File: config.mk
export PLATFORM = sky130hd
export DESIGN_NAME = bfp16_align_pipe
export DESIGN_NICKNAME = d
export VERILOG_FILES = /design/src/rtl/bfp16_pkg.sv /design/src/rtl/shf_right_sticky.sv /design/src/rtl/bfp16_align_pipe.sv
export SDC_FILE = /design/constraint.sdc
export NUM_CORES = 1
export LEC_CHECK = 0
export BUFFER_PORTS_ARGS = -buffer_cell sky130_fd_sc_hd__buf_2
export CORE_MARGIN = 5
export CORE_UTILIZATION = 57
export DETAILED_ROUTE_END_ITERATION = 7
export PLACE_DENSITY_LB_ADDON = 0.08
export SLEW_MARGIN = 20
export SYNTH_ARGS = -nofsm -noshare
export SYNTH_HDL_FRONTEND = slang
export SYNTH_HIERARCHICAL = 1
export SYNTH_SLANG_ARGS = --single-unit
File: constraint.sdc
create_clock -name i_clk -period 2.2 [get_ports i_clk]
set_input_delay 0.11 -clock i_clk [delete_from_list [all_inputs] [get_ports i_clk]]
set_output_delay 0.11 -clock i_clk [all_outputs]
set_load 0.05 [all_outputs]
File: src/rtl/bfp16_pkg.sv
// BFP16 shared types for the adder front end: operand format and alignment stage record.
// Latency: n/a (types and constants only).
// Backpressure: n/a.
package bfp16_pkg;

    localparam int SIZE_EXP = 8;
    localparam int SIZE_MAN = 7;
    localparam int SIZE_GRS = 3;
    localparam int SIZE_EXT = 1 + SIZE_MAN + SIZE_GRS;

    typedef struct packed {
        logic                sign;
        logic [SIZE_EXP-1:0] exp;
        logic [SIZE_MAN-1:0] man;
    } bfp16_t;

    // One record type serves both pipeline registers; after stage 2 man_small
    // holds the aligned value, before it the unshifted extended mantissa.
    typedef struct packed {
        logic                sign;
        logic                eff_sub;
        logic                swap;
        logic [SIZE_EXP-1:0] exp;
        logic [SIZE_EXP-1:0] diff;
        logic [SIZE_EXT-1:0] man_big;
        logic [SIZE_EXT-1:0] man_small;
    } align_stage_t;

endpackage

File: src/rtl/shf_right_sticky.sv
// Right shift that ORs every shifted-out bit into the result LSB (sticky), saturating for large shifts.
// Latency: combinational.
// Backpressure: none (pure function).
//
// Ports: i_data   value to shift
//        i_shift  shift amount (unsigned)
//        o_data   shifted value, LSB = shifted LSB | any bit lost
module shf_right_sticky #(
    parameter int SIZE_DATA  = 11,
    parameter int SIZE_SHIFT = 8
) (
    input  logic [SIZE_DATA-1:0]  i_data,
    input  logic [SIZE_SHIFT-1:0] i_shift,
    output logic [SIZE_DATA-1:0]  o_data
);

    logic [SIZE_DATA-1:0] w_mask;
    logic [SIZE_DATA-1:0] w_shifted;
    logic                 w_lost;

    always_comb begin
        w_mask    = '0;
        w_shifted = '0;
        w_lost    = 1'b0;
        o_data    = '0;
        if (32'(i_shift) >= SIZE_DATA) begin
            // Everything falls off the end: only the sticky survives.
            o_data = {{(SIZE_DATA-1){1'b0}}, |i_data};
        end else begin
            w_shifted = i_data >> i_shift;
            // Mask selects exactly the i_shift low bits that are discarded.
            w_mask    = ~({SIZE_DATA{1'b1}} << i_shift);
            w_lost    = |(i_data & w_mask);
            o_data    = {w_shifted[SIZE_DATA-1:1], w_shifted[0] | w_lost};
        end
    end

endmodule

File: src/rtl/bfp16_align_pipe.sv
// BFP16 pre-add alignment: order operands by magnitude, right-shift the smaller with guard/round/sticky.
// Latency: 2 cycles accept-to-valid, 1 transaction per cycle.
// Backpressure: valid/ready, o_ready combinational from i_ready (no skid); outputs hold while stalled.
//
// Ports: i_clk/i_rst_n           clock, async active-low reset
//        i_valid/o_ready         operand pair handshake; i_op_sub selects A-B
//        i_data_a/i_data_b       operands {sign, exp, man}
//        o_valid/i_ready         result handshake
//        o_exp/o_sign/o_eff_sub  larger exponent, result sign, effective subtraction
//        o_swap                  B was the larger magnitude
//        o_man_big/o_man_small   {hidden, man, grs}; small is aligned, LSB sticky
module bfp16_align_pipe
    import bfp16_pkg::*;
#(
    parameter int SIZE_EXP = bfp16_pkg::SIZE_EXP,
    parameter int SIZE_MAN = bfp16_pkg::SIZE_MAN,
    parameter int SIZE_GRS = bfp16_pkg::SIZE_GRS
) (
    input  logic                           i_clk,
    input  logic                           i_rst_n,
    input  logic                           i_valid,
    output logic                           o_ready,
    input  logic                           i_op_sub,
    input  logic [SIZE_EXP+SIZE_MAN:0]     i_data_a,
    input  logic [SIZE_EXP+SIZE_MAN:0]     i_data_b,
    output logic                           o_valid,
    input  logic                           i_ready,
    output logic [SIZE_EXP-1:0]            o_exp,
    output logic                           o_sign,
    output logic                           o_eff_sub,
    output logic                           o_swap,
    output logic [SIZE_MAN+SIZE_GRS:0]     o_man_big,
    output logic [SIZE_MAN+SIZE_GRS:0]     o_man_small
);

    localparam int SIZE_DATA = 1 + SIZE_EXP + SIZE_MAN;
    localparam int SIZE_EXT  = 1 + SIZE_MAN + SIZE_GRS;

    bfp16_t              w_a;
    bfp16_t              w_b;
    logic                w_hid_a;
    logic                w_hid_b;
    logic [SIZE_MAN-1:0] w_man_a;
    logic [SIZE_MAN-1:0] w_man_b;
    logic [SIZE_EXT-1:0] w_ext_a;
    logic [SIZE_EXT-1:0] w_ext_b;
    logic                w_swap;
    logic                w_adv1;
    logic                w_adv2;
    logic [SIZE_EXT-1:0] w_small_sh;
    align_stage_t        w_s1_next;
    align_stage_t        w_s2_next;

    align_stage_t        r_s1;
    align_stage_t        r_s2;
    logic                r_s1_valid;
    logic                r_s2_valid;

    // ---------------- operand decode ----------------
    assign w_a     = i_data_a;
    assign w_b     = i_data_b;
    assign w_hid_a = |w_a.exp;
    assign w_hid_b = |w_b.exp;
    // exp == 0 means zero: flush the mantissa so it cannot win a compare or leak into sticky.
    assign w_man_a = w_hid_a ? w_a.man : '0;
    assign w_man_b = w_hid_b ? w_b.man : '0;
    assign w_ext_a = {w_hid_a, w_man_a, {SIZE_GRS{1'b0}}};
    assign w_ext_b = {w_hid_b, w_man_b, {SIZE_GRS{1'b0}}};
    // Strict compare so equal magnitudes keep A as the big operand.
    assign w_swap  = {w_b.exp, w_man_b} > {w_a.exp, w_man_a};

    always_comb begin
        w_s1_next         = '0;
        w_s1_next.swap    = w_swap;
        w_s1_next.eff_sub = w_a.sign ^ w_b.sign ^ i_op_sub;
        if (w_swap) begin
            // B leads the result, so its sign carries the subtract.
            w_s1_next.sign      = w_b.sign ^ i_op_sub;
            w_s1_next.exp       = w_b.exp;
            w_s1_next.diff      = w_b.exp - w_a.exp;
            w_s1_next.man_big   = w_ext_b;
            w_s1_next.man_small = w_ext_a;
        end else begin
            w_s1_next.sign      = w_a.sign;
            w_s1_next.exp       = w_a.exp;
            w_s1_next.diff      = w_a.exp - w_b.exp;
            w_s1_next.man_big   = w_ext_a;
            w_s1_next.man_small = w_ext_b;
        end
    end

    // ---------------- stage 2 alignment ----------------
    shf_right_sticky #(
        .SIZE_DATA  (SIZE_EXT),
        .SIZE_SHIFT (SIZE_EXP)
    ) u_shf (
        .i_data  (r_s1.man_small),
        .i_shift (r_s1.diff),
        .o_data  (w_small_sh)
    );

    always_comb begin
        w_s2_next           = r_s1;
        w_s2_next.man_small = w_small_sh;
    end

    // ---------------- handshake ----------------
    assign w_adv2  = ~r_s2_valid | i_ready;
    assign w_adv1  = ~r_s1_valid | w_adv2;
    assign o_ready = w_adv1;

    always_ff @(posedge i_clk or negedge i_rst_n) begin
        if (!i_rst_n) begin
            r_s1_valid <= 1'b0;
            r_s1       <= '0;
        end else if (w_adv1) begin
            r_s1_valid <= i_valid;
            if (i_valid) begin
                r_s1 <= w_s1_next;
            end
        end
    end

    always_ff @(posedge i_clk or negedge i_rst_n) begin
        if (!i_rst_n) begin
            r_s2_valid <= 1'b0;
            r_s2       <= '0;
        end else if (w_adv2) begin
            r_s2_valid <= r_s1_valid;
            if (r_s1_valid) begin
                r_s2 <= w_s2_next;
            end
        end
    end

    assign o_valid     = r_s2_valid;
    assign o_exp       = r_s2.exp;
    assign o_sign      = r_s2.sign;
    assign o_eff_sub   = r_s2.eff_sub;
    assign o_swap      = r_s2.swap;
    assign o_man_big   = r_s2.man_big;
    assign o_man_small = r_s2.man_small;

endmodule

# Word-level counts from Yosys, hierarchy flattened

Index checks and enable logic that the tools add are counted.

Memories: 0
Output and inout bits: 35
Bits in read-only memories: 0
Bits in latches: 0
RAM bits: 0
Register bits after elaboration: 76
Word-level logic and storage cells: 42

Divide/modulo/power cells: 0
$mul: 0
Mux-type cells: 5
$add $sub $neg: 2
Bitwise gates (word level): 10
Shifts and indexed selects: 2
Reduce and logical (&&, ||, !) cells: 6
Equality and inequality tests: 0
Order comparisons: 2

Operators with widths:

| kind                                                               | count |
|---|---|
| 2-to-1 mux 38 bit                                                  | 1 |
| OR reduction 11 bit                                                | 2 |
| OR reduction 8 bit                                                 | 2 |
| subtractor 8 bit                                                   | 2 |
| greater-than comparator 15 bit                                     | 1 |
| 2-to-1 mux 7 bit                                                   | 2 |
| bitwise AND 11 bit                                                 | 1 |
| 2-to-1 mux 11 bit                                                  | 1 |
| NOT 11 bit                                                         | 1 |
| left shift 11 x 8 -> 11 bit (first input constant)                 | 1 |
| right shift 11 x 8 -> 11 bit                                       | 1 |
| greater-or-equal comparator 8 x 4 -> 1 bit (second input constant) | 1 |
| AND reduction 2 bit                                                | 2 |
| bitwise OR 1 bit                                                   | 3 |
| XOR 1 bit                                                          | 3 |
| NOT 1 bit                                                          | 2 |
| 2-to-1 mux 1 bit                                                   | 1 |

# Depth between registers and ports, before layout

Gate-level depths: netlist of the first run.

Word-level depth: 6
Gate-level depth with buffers: 13

# By module

Netlist of the first run, hierarchy kept.

Modules (own cells, without submodules):

| module           | cells each | area each (um^2) | instances |
|---|---|---|---|
| bfp16_align_pipe | 377        | 3686.0           | 1 |
| shf_right_sticky | 88         | 611.8            | 1 |

# Worst setup path before layout of the first run

Ideal clock, no wire load.

Path kind: input to register
Start: input i_data_b[11]
End: register r_s1[27] in the netlist's numbering
Library setup time: 0.082 ns
Stages on the path: 12
Arrival: 2.422 ns
Path slack: -0.304 ns
Path buffers: 1
Cell sequence: nor4_1 -> nand2_1 -> and2_1 -> ha_1 -> a211oi_1 -> nor2_1 -> o31ai_2 -> a32o_1 -> buf_2 -> a211oi_1 -> or3_1 -> a31oi_1

Cells in the longest elaborated chain, start to end: 4
Elaborated cells on any way between the ends: 6
Those cells by class: 2 x add/sub; 1 x order compare; 2 x mux; 1 x reduce/logical

RTL lines:

| what                           | RTL line                | source |
|---|---|---|
| start: declaration             | bfp16_align_pipe.sv:25  | `input logic [SIZE_EXP+SIZE_MAN:0] i_data_b,` |
| OR reduction 8 bit             | bfp16_align_pipe.sv:63  | `assign w_hid_b = \|w_b.exp;` |
| 2-to-1 mux 7 bit               | bfp16_align_pipe.sv:66  | `assign w_man_b = w_hid_b ? w_b.man : '0;` |
| greater-than comparator 15 bit | bfp16_align_pipe.sv:70  | `assign w_swap = {w_b.exp, w_man_b} > {w_a.exp, w_man_a};` |
| 2-to-1 mux 38 bit *            | bfp16_align_pipe.sv:76  | `if (w_swap) begin` |
| end signal: assignment         | bfp16_align_pipe.sv:119 | `r_s1 <= w_s1_next;` |
| end: declaration               | bfp16_align_pipe.sv:54  | `align_stage_t r_s1;` |

Mark *: on every way between the ends. The rest lies on a longest branch, timed or not.
A chain may end at the register's enable or synchronous reset.

# Final worst setup path of the first run

Start: input i_data_b[8]
End: register r_s1[27] in the netlist's numbering

Same word-level chain as after synthesis.

==> results.sh, run 1 <==
export IMPL_clockPowerShare_pct=19.8
export IMPL_final_max_slew_viol_count=0
export IMPL_worstHoldPathType="input pin to flop"
export IMPL_slowest_stage="or3_1"
export IMPL_timing_reg2reg_setup_slack_ps=250
export IMPL_slowest_delay_ps=320
export IMPL_first_global_vias=3936
export IMPL_static_leakage_power_nw=2.874
export IMPL_syn_mean_instance_area_sq_um=9.243
export IMPL_cts_tree="built"
export IMPL_setup_ws_ps=-183.8
export IMPL_gr_usage_total_pct=24.71
export IMPL_pin_count_of_the_biggest_net_entering_global_routing=43
export IMPL_placeable_area_sq_um=7292
export IMPL_multi_input_area_sq_um=2856
export IMPL_numPortBuffers=68
export IMPL_worstHoldStart="i_ready"
export IMPL_place_gp_congestion=0.8849
export IMPL_cp_start_kind="input pin"
export IMPL_regToRegStartpoint="r_s1[22]$_DFFE_PN0P_"
export IMPL_yosys_cell_types_count=51
export IMPL_total_neg_setup_slack_ps=-3185
export IMPL_synth_sequential_area_ratio_pct=39.01
export IMPL_grt_overflow_total=0
export IMPL_clock_path_buffers=2
export IMPL_drt_pass1_iter_count=4
export IMPL_report_final_setup_viol=32
export IMPL_floorplan_io_pins=72
export IMPL_hold_worst_slack_ps=60.83
export IMPL_root_buffer="clkbuf_8"
export IMPL_worst_skew_pair_late_latency_ps=340
export IMPL_ys_warnings_count=6
export IMPL_core_rowCount=31
export IMPL_worst_ep_arrival_time_ps=2640
export IMPL_antenna_violations_before_repair=0
export IMPL_grt_setup_unrepaired="true"
export IMPL_initial_core_util_pct=58.94
export IMPL_antennaDiodeCount=0
export IMPL_finalHoldViolCount=0
export IMPL_num_clock_sinks=67
export IMPL_crit_fanout=7
export IMPL_drcViolationCount=0
export IMPL_min_delay_path_depth=3
export IMPL_ys_seq_elements=67
export IMPL_routedWlPerCell_um=17.34
export IMPL_post_route_cells_drive_above_1_share_pct=43.98
export IMPL_rr_endpoint="o_man_small[0]$_DFFE_PN0P_"
export IMPL_die_span_in_y_um=96.84
export IMPL_violations="setup timing"
export IMPL_highest_clock_rate_mhz=419.5
export IMPL_totalWireLength_um=12520
export IMPL_comb_power_share_pct=44.1
export IMPL_power_internal_mw=2.753
export IMPL_total_switching_power_mw=1.865
export IMPL_power_density_cell_area_nw_per_um2=755.7
export IMPL_netlist_area_sq_um=4298
export IMPL_hold_path_endpoint="o_valid$_DFFE_PN0P_"
export IMPL_hpwl_um=8453
export IMPL_reg2regPathDepth=6
export IMPL_final_min_period_over_clock_period_pct=108.4
export IMPL_ctsHtreeMaxLevel=3
export IMPL_finalCriticalPeriod_ps=2384
export IMPL_crit_path_cell_trace="buf_8 -> nor4_4 -> nand2_2 -> and2_4 -> ha_4 -> nand4_1 -> a21oi_2 -> o31ai_4 -> a32oi_2 -> buf_6 -> buf_6 -> a311oi_2 -> or3_1 -> a31oi_1"
export IMPL_fillers=432
export IMPL_synth_async_reset_ratio_pct=100.0
export IMPL_routed_via_density=5.618
export IMPL_clkSlewWorstSetupHoldPaths_ps=70
export IMPL_run_status="complete, but fails checks"
export IMPL_design_final_nets=680
export IMPL_seq_area_sq_um=1677
export IMPL_worst_path_required_ps=2460
export IMPL_worstMarginPinSlew_ps=615.8
export IMPL_critPathKind="input pin to flop"
export IMPL_synthCells=465
export IMPL_slew_headroom_pct=58.95
export IMPL_final_setup_skew_ps=8.686
export IMPL_ys_dominant_reg_cell="dfrtp_1"
export IMPL_crit_path_end_kind="flop"
export IMPL_cts_made_buffers=9
export IMPL_power_share_sequential_pct=36.1
export IMPL_power_ir_vdd_worst_v=0.0004232
export IMPL_grt_first_pass_wirelength_um=19220
export IMPL_p_sw_share_pct=40.38
export IMPL_max_cap_viol_count=0
export IMPL_final_antenna_net_count=0
export IMPL_drt_first_iter_violations=274
export IMPL_synth_edf_count=0
export IMPL_layout_area_overhead_vs_synth_pct=42.18
export IMPL_die_area_sq_um=9377
export IMPL_die_width_um=96.84
export IMPL_most_frequent_cell_on_critical_path="buf_6"
export IMPL_vias=4056
## layout make-up
type	instances	area share (%)
sequential	67	27.44
timing repair buffer	156	19.55
clock inverter	4	0.4095
inverter	21	1.290
clock buffer	12	2.539
tap	99	2.027
multi-input combinational	363	46.74
## per-layer routing
metal / part of all wire, % / track usage (%) / wire (um)
met5: 0 / 0 / 0
met4: 2.5 / 8.099 / 313
met3: 5.8 / 6.403 / 721
met2: 48 / 40.50 / 6060
met1: 43 / 31.89 / 5427
## synthesized netlist by cell type (all sizes together), types with 3 or more instances
library cell	number	share of area, %
nand2b	7	1.0
nand3	12	1.4
nor3	4	0.47
ha	23	6.7
and2	8	1.2
dfrtp	67	39
or4	3	0.52
or3	4	0.58
a211oi	6	1.0
mux2	35	9.2
o21ai	39	4.5
inv	21	1.8
nor2	45	4.0
nor2b	6	0.87
a21oi	31	3.6
clkbuf	11	0.96
xnor2	4	0.82
mux2i	12	2.8
nand4	4	0.73
a31oi	10	1.5
nor4	5	0.73
mux4	4	2.1
nand2	53	4.6
buf	21	3.0
## cell usage in the layout, fill, tap and decap left out, types with 10 or more instances in the layout
| cell type | instances |
|---|---|
| mux2_2 | 34 |
| buf_6 | 13 |
| o21ai_0 | 11 |
| buf_4 | 67 |
| nand2_1 | 49 |
| inv_1 | 21 |
| a31oi_1 | 10 |
| ha_1 | 18 |
| nor2_1 | 33 |
| dfrtp_1 | 67 |
| conb_1 | 19 |
| a21oi_1 | 14 |
| o21ai_1 | 26 |
| buf_2 | 64 |
| clkbuf_8 | 11 |
| mux2i_1 | 11 |
## kinds of logic after synthesis
| family | Yosys count | share of synthesized area (%) |
|---|---|---|
| other | 1 | 0.08725 |
| adders and majority gates | 25 | 7.627 |
| muxes | 51 | 14.06 |
| buffers and inverters | 53 | 5.764 |
| DFF | 67 | 39.01 |
| xor gates and xnor gates | 6 | 1.223 |
| AOI/OAI and AO/OA | 104 | 14.82 |
| and+or+nand+nor | 158 | 17.41 |
## registers in the layout, summed over array words and instances, names as in the netlist
name	count
r_s1	35
o_eff_sub	1
r_s1_valid	1
o_valid	1
o_exp	8
o_sign	1
o_man_small	11
o_man_big	8
o_swap	1
## critical path, delay by kind of cell
family / cells / cell delay, ps
adders and majority gates: 1 / 260
and+or+nand+nor: 5 / 1160
AOI/OAI and AO/OA: 5 / 700
buffers and inverters: 3 / 370
## metrics by stage
step                      setup slack (ps)  instances  utilization (%)  area, sq um  power (mW)
after floorplan                     -151.7        483                -         4524       2.942
after global placement              -593.1        681            72.68         5300       3.403
after detailed placement            -682.5        681            72.68         5300       3.453
after CTS                           -129.9        715            80.49         5869       4.485
after global routing                -235.5        722            83.80         6111       4.864
final                               -183.8        722            83.80         6111       4.618
## how the worst max path moves through the flow
stage,end,slack [ps],cells after the start,start
floorplan,r_s1[27]$_DFFE_PN0P_,-150,12,i_data_b[7]
global placement,r_s1[37]$_DFFE_PN0P_,-590,13,i_data_b[11]
detailed placement,r_s1[37]$_DFFE_PN0P_,-680,13,i_data_b[11]
CTS,r_s1[28]$_DFFE_PN0P_,-130,14,i_data_b[8]
global route,r_s1[27]$_DFFE_PN0P_,-240,14,i_data_b[8]
finish,r_s1[27]$_DFFE_PN0P_,-180,14,i_data_b[8]
## power by group through the flow
stage | clock (mW) | sequential [mW] | combinational, mW
after CTS | 0.922 | 1.66 | 1.90
after global routing | 0.993 | 1.70 | 2.17
after detailed placement | 0 | 1.69 | 1.77
after floorplan | 0 | 2.03 | 0.908
final | 0.915 | 1.67 | 2.03
after global placement | 0 | 1.67 | 1.74
## repair_timing
item,4_1_cts,5_1_grt
setup buffers,14,5
hold buffers,2,0
pin swaps,32,24
endpoints found under the hold margin,26,0
endpoints found under the setup margin,33,32
resized for setup,49,38
gates cloned,3,2
(Power assumes the default switching activity.)
==> inputs of run 2 (changes only) <==
CORE_UTILIZATION = 45   (was 57)
CTS_BUF_LIST = sky130_fd_sc_hd__clkbuf_8   (was not set)
==> run 2 against run 1 <==
Compared with the run above:
- the run still ends with setup timing left
- die area increased by 24%
- utilization decreased by 18 points
- combinational power decreased by 4%
- non-clock buffer count unchanged
- final area decreased by 0.57%
- hold slack got worse by 8.2 ps
- via count decreased by 3.8%
- clock skew increased by 1.4 ps
==> results.sh, run 2 (same netlist as run 1, synthesis figures left out) <==
export IMPL_worstHoldPathType="input pin to flop"
export IMPL_place_gp_congestion=0.8666
export IMPL_gr_usage_total_pct=20.31
export IMPL_cp_endpoint="r_s1[40]$_DFFE_PN0P_"
export IMPL_worst_path_required_ps=2430
export IMPL_core_rowCount=35
export IMPL_placement_cell_area_sq_um=5403
export IMPL_first_global_vias=3854
export IMPL_crit_fanout=8
export IMPL_worstMarginPinSlew_ps=571.2
export IMPL_final_setup_skew_ps=10.04
export IMPL_slew_headroom_pct=61.92
export IMPL_mostFrequentLayoutCells="buf_4 (74), dfrtp_1 (67), buf_2 (63)"
export IMPL_num_clock_sinks=67
export IMPL_grt_setup_unrepaired="true"
export IMPL_antennaDiodeCount=0
export IMPL_finalCriticalPeriod_ps=2297
export IMPL_vias=3900
export IMPL_rr_endpoint="o_man_small[2]$_DFFE_PN0P_"
export IMPL_final_cell_area_sq_um=6076
export IMPL_drt_pass1_iter_count=5
export IMPL_worst_setup_path_startpoint="i_data_a[11]"
export IMPL_routed_via_density=5.186
export IMPL_critPathKind="input pin to flop"
export IMPL_power_density_cell_area_nw_per_um2=778.7
export IMPL_clkSlewWorstSetupHoldPaths_ps=80
export IMPL_hold_worst_slack_ps=52.60
export IMPL_drcViolationCount=0
export IMPL_numPortBuffers=68
export IMPL_routedWlPerCell_um=15.36
export IMPL_violations="setup timing"
export IMPL_totalWireLength_um=11550
export IMPL_total_neg_setup_slack_ps=-809.5
export IMPL_final_max_slew_viol_count=0
export IMPL_largest_register_ff_count=35
export IMPL_cp_start_kind="input pin"
export IMPL_cts_made_buffers=9
export IMPL_die_area_sq_um=11610
export IMPL_setup_ws_ps=-96.79
export IMPL_die_width_um=107.7
export IMPL_final_common_cell="buf_4"
export IMPL_power_ir_vdd_worst_v=0.0003440
export IMPL_timing_reg2reg_setup_slack_ps=120
export IMPL_worst_skew_pair_late_latency_ps=340
export IMPL_layout_area_overhead_vs_synth_pct=41.37
export IMPL_cts_tree="built"
export IMPL_worst_ep_arrival_time_ps=2530
export IMPL_clock_path_buffers=2
export IMPL_post_route_cells_drive_above_1_share_pct=43.98
export IMPL_ctsHtreeMaxLevel=3
export IMPL_run_status="complete, but fails checks"
export IMPL_final_min_period_over_clock_period_pct=104.4
export IMPL_final_antenna_net_count=0
export IMPL_top_register="r_s1"
export IMPL_report_final_setup_viol=19
export IMPL_design_final_nets=680
export IMPL_finalHoldViolCount=0
export IMPL_drt_first_iter_violations=202
export IMPL_pin_count_of_the_biggest_net_entering_global_routing=33
export IMPL_max_cap_viol_count=0
export IMPL_hpwl_um=8731
export IMPL_placeable_area_sq_um=9284
export IMPL_grt_first_pass_wirelength_um=18860
export IMPL_die_span_in_y_um=107.7
export IMPL_finalCoreUtilization_pct=65.44
export IMPL_initial_core_util_pct=46.29
export IMPL_reg2regPathDepth=6
export IMPL_root_buffer="clkbuf_8"
export IMPL_crit_path_end_kind="flop"
export IMPL_power_total_mw=4.731
export IMPL_antenna_violations_before_repair=0
export IMPL_min_delay_path_depth=3
export IMPL_floorplan_io_pins=72
export IMPL_highest_clock_rate_mhz=435.4
export IMPL_grt_overflow_total=0
export IMPL_regToRegStartpoint="r_s1[22]$_DFFE_PN0P_"
export IMPL_static_leakage_power_nw=2.862
-- run 2: cell count changes in the layout (fill, tap and decap cells not counted), moves of 3 or more --
cell	delta
nand3_1	+3
buf_4	+7
a21oi_2	+4
a21oi_4	-6
nand2_1	-4
buf_12	-3
-- run 2: stage by stage --
stage | setup slack (ps) | instances
after floorplan | -151.7 | 483
after global placement | -536.7 | 723
after detailed placement | -574.6 | 723
after CTS | -141.3 | 745
after global routing | -233.3 | 752
final | -96.79 | 752
-- run 2: worst min-delay path by stage --
stage	end	slack (ps)	startpoint
2_1_floorplan	o_eff_sub$_DFFE_PN0P_	-190	i_rst_n
3_3_place_gp	o_eff_sub$_DFFE_PN0P_	40	i_rst_n
3_5_place_dp	o_eff_sub$_DFFE_PN0P_	60	i_rst_n
4_1_cts	r_s1[8]$_DFFE_PN0P_	40	i_data_a[5]
5_1_grt	r_s1[4]$_DFFE_PN0P_	40	i_data_a[1]
6_report	r_s1[14]$_DFFE_PN0P_	50	i_data_b[0]
-- run 2: area by class of cell --
class	count	area (sq um)
clock buffers	9	123.9
repair buffers	156	1099
inverters	21	78.83
clock inverters	7	92.59
fillers	811	3208
well taps	129	161.4
flip-flops and latches	67	1677
multi-input cells	363	2844
-- run 2: metal layers --
layer	up-vias	track usage, %	wire length (um)
met3	15	2.819	470
met1	1859	29.22	5663
met5	-	0	0
met4	0	6.402	205
met2	96	31.62	5212
li1	1930	-	-
-- run 2: repair_timing --
| item | 4_1_cts | 5_1_grt |
|---|---|---|
| setup endpoints to repair | 32 | 34 |
| cloned | 0 | 2 |
| endpoints found under the hold margin | 16 | 0 |
| buffers inserted | 4 | 5 |
| gates resized for setup | 30 | 54 |
| pin swaps | 15 | 16 |
| hold buffers | 2 | 0 |
-- run 2: worst max-delay path: stages --
cell	delay, ps
buf_2	120
nor4_4	280
nand2_2	120
buf_6	160
and2_4	160
ha_4	150
nand3b_1	180
a21oi_2	190
o31ai_4	100
a32oi_4	330
buf_6	210
buf_12	150
mux2i_1	190
o21ai_1	70
-- run 2: power by group --
group / switching (mW) / internal (mW)
combinational: 1.17 / 0.771
sequential: 0.199 / 1.47
clock: 0.489 / 0.636
total: 1.85 / 2.88
==> inputs of run 3 (changes only) <==
BUFFER_PORTS_ARGS = -buffer_cell sky130_fd_sc_hd__clkbuf_2   (was -buffer_cell sky130_fd_sc_hd__buf_2)
==> run 3 against run 2 <==
Compared with the run above:
- the flow still finishes with violations (setup timing)
- worst setup slack got worse by 44 ps
- critical path depth is 2 higher
- critical path type unchanged
- register-to-register slack improved by 180 ps
- flip-flop and latch count unchanged
- first-iteration DRC count is 17% lower
- sequential power barely moved
- final cell count is 0.66% higher
- fmax fell by 1.9%
- non-clock buffer count grew 5
- largest power group unchanged
- routed wire length increased by 0.96%
==> results.sh, run 3 (same netlist as run 1, synthesis figures left out) <==
export IMPL_final_common_cell="buf_4"
export IMPL_place_gp_congestion=0.9005
export IMPL_pin_count_of_the_biggest_net_entering_global_routing=68
export IMPL_drcViolationCount=0
export IMPL_numPortBuffers=68
export IMPL_final_setup_skew_ps=13.08
export IMPL_hpwl_um=8422
export IMPL_finalHoldViolCount=0
export IMPL_finish_cell_count_without_fillers=757
export IMPL_vias=3909
export IMPL_cts_tree="built"
export IMPL_route_met2_wl_um=5567
export IMPL_totalWireLength_um=11660
export IMPL_power_share_sequential_pct=36.2
export IMPL_design_final_nets=685
export IMPL_power_ir_vdd_worst_v=0.0003032
export IMPL_violations="setup timing"
export IMPL_antenna_violations_before_repair=0
export IMPL_gr_usage_total_pct=20.17
export IMPL_drt_pass1_iter_count=4
export IMPL_total_switching_power_mw=1.888
export IMPL_fillers=773
export IMPL_post_route_cells_drive_above_1_share_pct=46.50
export IMPL_layout_area_overhead_vs_synth_pct=44.98
export IMPL_cts_made_buffers=9
export IMPL_hold_worst_slack_ps=66.67
export IMPL_antennaDiodeCount=0
export IMPL_comb_power_share_pct=44.1
export IMPL_placeable_area_sq_um=9284
export IMPL_report_final_setup_viol=29
export IMPL_final_cell_area_sq_um=6231
export IMPL_run_status="complete, but fails checks"
export IMPL_route_met3_wl_um=445
export IMPL_floorplan_io_pins=72
export IMPL_num_clock_sinks=67
export IMPL_mostFrequentLayoutCells="buf_4 (75), dfrtp_1 (66), clkbuf_2 (64)"
export IMPL_worstHoldPathType="input pin to flop"
export IMPL_final_antenna_net_count=0
export IMPL_grt_overflow_total=0
export IMPL_clkSlewWorstSetupHoldPaths_ps=80
export IMPL_p_sw_share_pct=41.04
export IMPL_total_neg_setup_slack_ps=-1835
export IMPL_routedWlPerCell_um=15.41
export IMPL_static_leakage_power_nw=2.892
export IMPL_worst_path_required_ps=2420
export IMPL_crit_fanout=9
export IMPL_grt_first_pass_wirelength_um=18810
export IMPL_power_density_cell_area_nw_per_um2=738.4
export IMPL_initial_core_util_pct=46.29
export IMPL_drt_first_iter_violations=168
export IMPL_crit_path_end_kind="flop"
export IMPL_worst_ep_arrival_time_ps=2560
export IMPL_ctsHtreeMaxLevel=3
export IMPL_power_internal_mw=2.713
export IMPL_die_width_um=107.7
export IMPL_first_global_vias=3857
export IMPL_die_area_sq_um=11610
export IMPL_clockPowerShare_pct=19.7
export IMPL_highest_clock_rate_mhz=427.2
export IMPL_critPathKind="input pin to flop"
export IMPL_worst_skew_pair_late_latency_ps=340
export IMPL_final_max_slew_viol_count=0
export IMPL_clock_path_buffers=2
export IMPL_routed_via_density=5.164
export IMPL_largest_register_ff_count=35
export IMPL_final_min_period_over_clock_period_pct=106.4
export IMPL_placedCellCount=722
export IMPL_route_top_layer_used="met4"
export IMPL_top_register="r_s1"
export IMPL_wirelength_met1_um=5474
export IMPL_core_rowCount=35
export IMPL_setup_ws_ps=-140.6
export IMPL_slowest_stage="nor4_4"
export IMPL_finalCriticalPeriod_ps=2341
export IMPL_slowest_delay_ps=270
export IMPL_placement_cell_area_sq_um=5408
export IMPL_grt_setup_unrepaired="true"
export IMPL_crit_path_cell_trace="clkbuf_2 -> nor4_4 -> nand2_2 -> and2_4 -> ha_4 -> nand4_1 -> a21oi_2 -> o31ai_2 -> buf_4 -> a32oi_4 -> buf_12 -> buf_8 -> buf_8 -> nor2_2 -> a21oi_2 -> o21ai_1"
export IMPL_cp_start_kind="input pin"
export IMPL_root_buffer="clkbuf_8"
export IMPL_max_cap_viol_count=0
export IMPL_die_span_in_y_um=107.7
## run 3: repair_timing
action,CTS,global route
endpoints found under the setup margin,32,34
pin swaps,28,21
setup buffers,9,6
gates resized for setup,56,34
hold endpoints to repair,68,0
hold buffers,2,0
cloned,1,1
## run 3: through the flow
| step | utilization [%] | setup slack, ps | total power [mW] |
|---|---|---|---|
| finish | 67.12 | -140.6 | 4.601 |
| global route | 67.12 | -217.1 | 4.883 |
| CTS | 64.47 | -151.6 | 4.522 |
| detailed placement | 58.25 | -611.0 | 3.467 |
| global placement | 58.25 | -556.7 | 3.432 |
| floorplan | - | -151.7 | 2.942 |
## run 3: cell type report
type	instances	area [sq um]	share of cell area, %
clock buffers	9	123.9	1.988
clock inverters	7	51.30	0.8233
inverters	21	78.83	1.265
multi-input cells	363	2910	46.71
flip-flops and latches	67	1678	26.93
well taps	129	161.4	2.590
repair buffers	161	1227	19.70
## run 3: power by group through the flow
stage          logic [mW]  registers, mW  clock network (mW)
2_1_floorplan       0.908           2.03                   0
3_3_place_gp         1.75           1.68                   0
3_5_place_dp         1.77           1.69                   0
4_1_cts              1.92           1.67               0.929
5_1_grt              2.18           1.71               0.988
6_report             2.03           1.67               0.906
## run 3: path summary, 6_finish.rpt
path / start / cells past startpoint / end / slack (ps)
min reg2reg: r_s1[40]$_DFFE_PN0P_ / 2 / r_s1[40]$_DFFE_PN0P_ / 490
min: i_data_b[0] / 3 / r_s1[14]$_DFFE_PN0P_ / 70
max: i_data_b[14] / 16 / r_s1[37]$_DFFE_PN0P_ / -140
max reg2reg: r_s1[22]$_DFFE_PN0P_ / 6 / o_man_small[0]$_DFFE_PN0P_ / 300
max in group asynchronous: i_rst_n / 3 / r_s1[22]$_DFFE_PN0P_ / 1560
min in group asynchronous: i_rst_n / 3 / o_sign$_DFFE_PN0P_ / 330
## run 3: worst max-delay path, delay by kind of cell
kind            cells  cell delay, ps
buf+inv             5             710
compound gates      5             640
simple gates        5             820
fa+ha+maj           1             260
## run 3: layer usage
metal | vias up | global-route usage [%]
met5 | - | 0
met3 | 13 | 3.419
met2 | 85 | 32.28
met4 | 0 | 5.230
li1 | 1946 | -
met1 | 1865 | 28.31
